===== config.mk =====
export PLATFORM = sky130hd
export DESIGN_NAME = cpu_sequencer
export DESIGN_NICKNAME = d
export VERILOG_FILES = /design/src/rtl/cpu_sequencer.sv
export SDC_FILE = /design/constraint.sdc
export NUM_CORES = 1
export LEC_CHECK = 0
export CORE_UTILIZATION = 53
export CTS_BUF_LIST = sky130_fd_sc_hd__clkbuf_4
export CTS_CLUSTER_DIAMETER = 120
export DETAILED_ROUTE_END_ITERATION = 7
export GPL_ROUTABILITY_DRIVEN = 0
export PLACE_DENSITY = 0.88
export SYNTH_ARGS = -nofsm -noshare
export SYNTH_HDL_FRONTEND = slang
export SYNTH_SLANG_ARGS = --single-unit

===== constraint.sdc =====
create_clock -name clock -period 8.05 [get_ports clock]
set_clock_uncertainty 0.15 [all_clocks]
set_input_delay 1.61 -clock clock [delete_from_list [all_inputs] [get_ports clock]]
set_output_delay 1.61 -clock clock [all_outputs]
set_load 0.005 [all_outputs]

===== src/rtl/cpu_sequencer.sv =====
// Multi-cycle control sequencer: owns pc, ir and latched ALU flags, and steps
// FETCH/DECODE/EXECUTE/WRITEBACK/HALT while driving ROM, register-bank and ALU strobes.
module cpu_sequencer #(
  parameter int              PC_W     = 8,
  parameter int              INST_W   = 16,
  parameter logic [PC_W-1:0] RESET_PC = '0
) (
  input  logic              clock,
  input  logic              resetb,
  input  logic [INST_W-1:0] inst,
  input  logic              inst_valid,
  input  logic [3:0]        flags,
  input  logic              run,
  output logic [PC_W-1:0]   pc,
  output logic [INST_W-1:0] ir,
  output logic              rom_oeb,
  output logic              ram_ce,
  output logic              ram_rw,
  output logic              alu_execute,
  output logic              wb_en,
  output logic              halted
);

  typedef enum logic [2:0] {
    S_FETCH     = 3'd0,
    S_DECODE    = 3'd1,
    S_EXECUTE   = 3'd2,
    S_WRITEBACK = 3'd3,
    S_HALT      = 3'd4
  } state_e;

  localparam logic [3:0] OP_BRANCH = 4'hF;
  localparam logic [3:0] OP_HALT   = 4'hE;

  state_e            state_q, state_d;
  logic [PC_W-1:0]   pc_q, pc_d;
  logic [INST_W-1:0] ir_q, ir_d;
  logic [3:0]        flags_q, flags_d;
  logic              rom_oeb_q, rom_oeb_d;
  logic              ram_ce_q, ram_ce_d;
  logic              ram_rw_q, ram_rw_d;
  logic              alu_execute_q, alu_execute_d;
  logic              wb_en_q, wb_en_d;
  logic              halted_q, halted_d;
  logic [3:0]        opcode;
  logic [PC_W-1:0]   branch_off;

  function automatic logic is_alu(input logic [3:0] op);
    return (op != OP_BRANCH) && (op != OP_HALT);
  endfunction

  // flags layout is {N,Z,C,V}
  function automatic logic cond_met(input logic [2:0] cond, input logic [3:0] f);
    logic met;
    case (cond)
      3'd0:    met = 1'b1;
      3'd1:    met = f[2];
      3'd2:    met = ~f[2];
      3'd3:    met = f[1];
      3'd4:    met = ~f[1];
      3'd5:    met = f[3];
      3'd6:    met = f[0];
      3'd7:    met = 1'b0;
      default: met = 1'b0;
    endcase
    return met;
  endfunction

  assign opcode     = ir_q[15:12];
  assign branch_off = PC_W'($signed(ir_q[5:0]));

  // State and datapath registers
  always_ff @(posedge clock or negedge resetb) begin
    if (!resetb) begin
      state_q <= S_FETCH;
      pc_q    <= RESET_PC;
      ir_q    <= '0;
      flags_q <= 4'h0;
    end else begin
      state_q <= state_d;
      pc_q    <= pc_d;
      ir_q    <= ir_d;
      flags_q <= flags_d;
    end
  end

  // Next-state logic
  always_comb begin
    state_d = state_q;
    case (state_q)
      S_FETCH:     if (inst_valid) state_d = S_DECODE; else state_d = S_FETCH;
      S_DECODE:    if (opcode == OP_HALT) state_d = S_HALT; else state_d = S_EXECUTE;
      S_EXECUTE:   state_d = S_WRITEBACK;
      S_WRITEBACK: state_d = S_FETCH;
      S_HALT:      if (run) state_d = S_FETCH; else state_d = S_HALT;
      default:     state_d = S_FETCH;
    endcase
  end

  // pc / ir / flag updates; branches test the latched flags, never the live input
  always_comb begin
    pc_d    = pc_q;
    ir_d    = ir_q;
    flags_d = flags_q;
    case (state_q)
      S_FETCH: begin
        if (inst_valid) ir_d = inst; else ir_d = ir_q;
      end
      S_EXECUTE: begin
        if (is_alu(opcode)) flags_d = flags; else flags_d = flags_q;
      end
      S_WRITEBACK: begin
        if ((opcode == OP_BRANCH) && cond_met(ir_q[11:9], flags_q)) pc_d = pc_q + branch_off;
        else pc_d = pc_q + PC_W'(1);
      end
      S_HALT: begin
        if (run) begin
          pc_d    = RESET_PC;
          flags_d = 4'h0;
        end else begin
          pc_d    = pc_q;
          flags_d = flags_q;
        end
      end
      default: ;
    endcase
  end

  // Strobes decoded from the upcoming state so the registered outputs track state_q
  always_comb begin
    rom_oeb_d     = 1'b1;
    ram_ce_d      = 1'b0;
    ram_rw_d      = 1'b0;
    alu_execute_d = 1'b0;
    wb_en_d       = 1'b0;
    halted_d      = 1'b0;
    case (state_d)
      S_FETCH:     rom_oeb_d = 1'b0;
      S_DECODE: begin
        ram_ce_d = 1'b1;
        ram_rw_d = 1'b1;
      end
      S_EXECUTE:   alu_execute_d = 1'b1;
      S_WRITEBACK: begin
        ram_ce_d = 1'b1;
        wb_en_d  = is_alu(ir_d[15:12]);
      end
      S_HALT:      halted_d = 1'b1;
      default:     rom_oeb_d = 1'b0;
    endcase
  end

  // Output strobe registers
  always_ff @(posedge clock or negedge resetb) begin
    if (!resetb) begin
      rom_oeb_q     <= 1'b0;
      ram_ce_q      <= 1'b0;
      ram_rw_q      <= 1'b0;
      alu_execute_q <= 1'b0;
      wb_en_q       <= 1'b0;
      halted_q      <= 1'b0;
    end else begin
      rom_oeb_q     <= rom_oeb_d;
      ram_ce_q      <= ram_ce_d;
      ram_rw_q      <= ram_rw_d;
      alu_execute_q <= alu_execute_d;
      wb_en_q       <= wb_en_d;
      halted_q      <= halted_d;
    end
  end

  assign pc          = pc_q;
  assign ir          = ir_q;
  assign rom_oeb     = rom_oeb_q;
  assign ram_ce      = ram_ce_q;
  assign ram_rw      = ram_rw_q;
  assign alu_execute = alu_execute_q;
  assign wb_en       = wb_en_q;
  assign halted      = halted_q;

endmodule


==> results.py <==
metrics = {
    "synthesis": {
        "synth_edf_count": 0,
        "ys.flop_type": "dfrtp_1",
        "yosys_register_bits": 37,
        "netlist_area_sq_um": 1870,
        "syn_inst": 159,
        "synth.distinct_cells": 40,
        "syn_avg_cell_area_sq_um": 11.8,
        "syn_nets": 191,
        "yosysTopAreaCell": "dfrtp_1",
        "ys_seq_area_frac": 0.495,
        "async_reset_ff_frac": 1.00,
        "yosys-top-cells-area": "dfrtp_1, mux2_2, ha_1, nor2_1, a22o_1",
        "synth_warnings": 0,
        "yosysTopAreaCellShare": 0.495,
    },
    "clock_tree": {
        "cts.repair.resized": 0,
        "cts_tree": "yes",
        "insertion_delay_ns": 0.34,
        "cts-htree-levels": 2,
        "cts_buffer_depth": 2,
        "postCtsHoldBufs": 0,
        "cts_buffers": 5,
        "clk_pin_slew_ns": 0.13,
        "post_cts_buffers": 0,
        "root_buffer": "clkbuf_4",
        "numClockSinks": 37,
    },
    "place": {
        "io_buffers": 53,
        "dp_cells": 253,
        "dp_hpwl_um": 3010,
    },
    "critical_path": {
        "reg2reg_slack_ns": 4.57,
        "path_class": "input port to register",
        "start_kind": "input port",
        "cp.arrival_ns": 3.65,
        "timing.rr.start": "ir[9]",
        "worstSetupEndpointType": "register",
        "slowest_delay_ns": 0.90,
        "worstSetupStartpoint": "inst_valid",
        "cp-endpoint": "wb_en",
        "cpMaxStageDelayCell": "nor4b_4",
        "path_max_fanout": 18,
        "path_cells": "clkdlybuf4s50_1 > nor4b_4 > mux2_2 > a31oi_1",
        "reg2reg_to": "pc[6]",
        "r2r_cells": 12,
        "cp.required_ns": 8.17,
    },
    "route": {
        "via_count": 1432,
        "first_pass_iters": 4,
        "ant_nets": 0,
        "wl_per_cell_um": 15.0,
        "post-route-drc-count": 0,
        "post_drt_via_cell_ratio": 5.49,
        "drt_iter0_drc": 93,
        "wl_um": 3920,
    },
    "layout": {
        "finalNonFillerCells": 261,
        "final_common_cell": "clkdlybuf4s50_1",
        "antenna_cells": 0,
        "drive_gt1_frac": 0.140,
        "n_fill_cell": 256,
        "area_growth_pct": 32.2,
        "final_cell_mix": "clkdlybuf4s50_1, dfrtp_1, nor2_1",
        "multi_input_area_sq_um": 880,
        "fin_nets": 246,
        "seqCellArea_sq_um": 926,
    },
    "power_and_ir_drop": {
        "peakVddDrop_mv": 0.225,
        "power_frac_seq": 0.405,
        "netSwitchingPower_w": 0.000310,
        "switching_share": 0.359,
        "powerDensity_nw_per_um2": 349,
        "power_frac_comb": 0.478,
        "clkPwrFrac": 0.117,
        "internal_power_w": 0.000553,
        "leakagePower_nw": 1.07,
    },
    "flow_run": {
        "max_cap_violations": 0,
    },
    "die": {
        "start_util": 0.556,
        "fp.dieH_um": 61.4,
        "die-area_sq_um": 3770,
        "core_area_sq_um": 3360,
        "ioPinCount": 54,
        "die_w_um": 61.4,
        "placementRows": 21,
    },
    "sta": {
        "period_minus_slack_ns": 3.53,
        "slew-limit-headroom": 0.278,
        "rsz0062_at_grt": "no",
        "setup_viol": 0,
        "post-route-period-util": 0.438,
        "worst_pin_slew_ns": 1.08,
        "hold_viol": 0,
        "tns_ns": 0,
        "finalMaxSlewViolations": 0,
        "timing.fmax_ghz": 0.284,
    },
    "global_route": {
        "grt_pass1_vias": 1419,
        "grt_antenna_before_repair": 0,
        "grt_pass1_wl_um": 6360,
        "grt-ovfl-total": 0,
        "grt_max_degree": 38,
        "track_usage": 0.241,
    },
    "status": {
        "status": "finished, final reports clean",
    },
    "hold_path": {
        "hp-class": "register to register",
    },
}
## cells by family (layout without fill, tap and decap cells)
family | after synthesis | after routing | synth area share
compound gates | 34 | 34 | 0.142
flops | 37 | 37 | 0.495
xor+xnor | 5 | 5 | 0.0234
buf+inv | 12 | 68 | 0.0348
fa+ha+maj | 8 | 8 | 0.0575
mux | 17 | 17 | 0.101
simple gates | 46 | 46 | 0.146
## layer usage
metal	share of wire	GRT usage
met1	0.38	0.278
met2	0.55	0.416
met3	0.049	0.0798
met4	0.015	0.0921
met5	0	0
## cells in the mapped netlist, types with 2 or more instances
cell and count:
o21a_1 3, nor2b_1 3, xor2_1 2, and2_1 5, nand2_1 5, xnor2_1 3
nand2b_1 2, ha_1 7, nor2_1 17, o21ai_0 7, nor4b_4 2, mux2i_1 2
a21o_1 2, nand3_1 5, a22o_1 6, o22ai_1 2, buf_6 2, inv_1 7
mux2_2 15, dfrtp_1 37, a211oi_1 2, a21oi_1 5
## how the worst min path moves through the flow
stage             to  start  slack (ns)  cells after the start
5_1_grt        ir[6]  ir[6]        0.41                      1
3_3_place_gp   ir[7]  ir[7]        0.34                      1
4_1_cts        ir[7]  ir[7]        0.38                      1
3_5_place_dp   ir[7]  ir[7]        0.35                      1
2_1_floorplan  ir[6]  ir[6]        0.36                      1
6_report       ir[7]  ir[7]        0.38                      1
## power by group through the flow
stage	Combinational (W)	Sequential [W]	Clock, W
after floorplan	0.000244	0.000335	0
after global placement	0.000394	0.000350	0
after detailed placement	0.000414	0.000355	0
after CTS	0.000417	0.000351	0.000104
after global routing	0.000453	0.000365	0.000114
final	0.000413	0.000350	0.000101
## flip-flops by register name, indices dropped and copies added, names as in the netlist
signal and count:
ir 16, halted 1, pc 8, wb_en 1
alu_execute 1, rom_oeb 1, ram_rw 1, ram_ce 1
state_q 3, flags_q 4
## critical path, delay by kind of cell
| kind | cells | cell delay, ns |
|---|---|---|
| multiplexers | 1 | 0.43 |
| AO/OA/AOI/OAI | 1 | 0.17 |
| buffers and inverters | 1 | 0.53 |
| AND/OR/NAND/NOR | 1 | 0.90 |
## area by class of cell
class                      count  area share
sequential                    37       0.374
multi-input combinational    110       0.356
timing repair buffer          53       0.212
tap                           46      0.0233
clock buffer                   5      0.0152
inverter                       7      0.0106
clock inverter                 3     0.00860
## through the flow
stage | power [W] | worst slack [ns] | utilization | instance area (sq um) | hold slack (ns)
after floorplan | 0.000578 | 5.09 | - | 1870 | 0.355
after global placement | 0.000743 | 4.25 | 0.718 | 2410 | 0.341
after detailed placement | 0.000769 | 4.13 | 0.718 | 2410 | 0.355
after CTS | 0.000872 | 4.48 | 0.735 | 2470 | 0.384
after global routing | 0.000932 | 4.30 | 0.735 | 2470 | 0.412
final | 0.000864 | 4.52 | 0.735 | 2470 | 0.379
No activity file was read; power rests on OpenSTA's default activity.
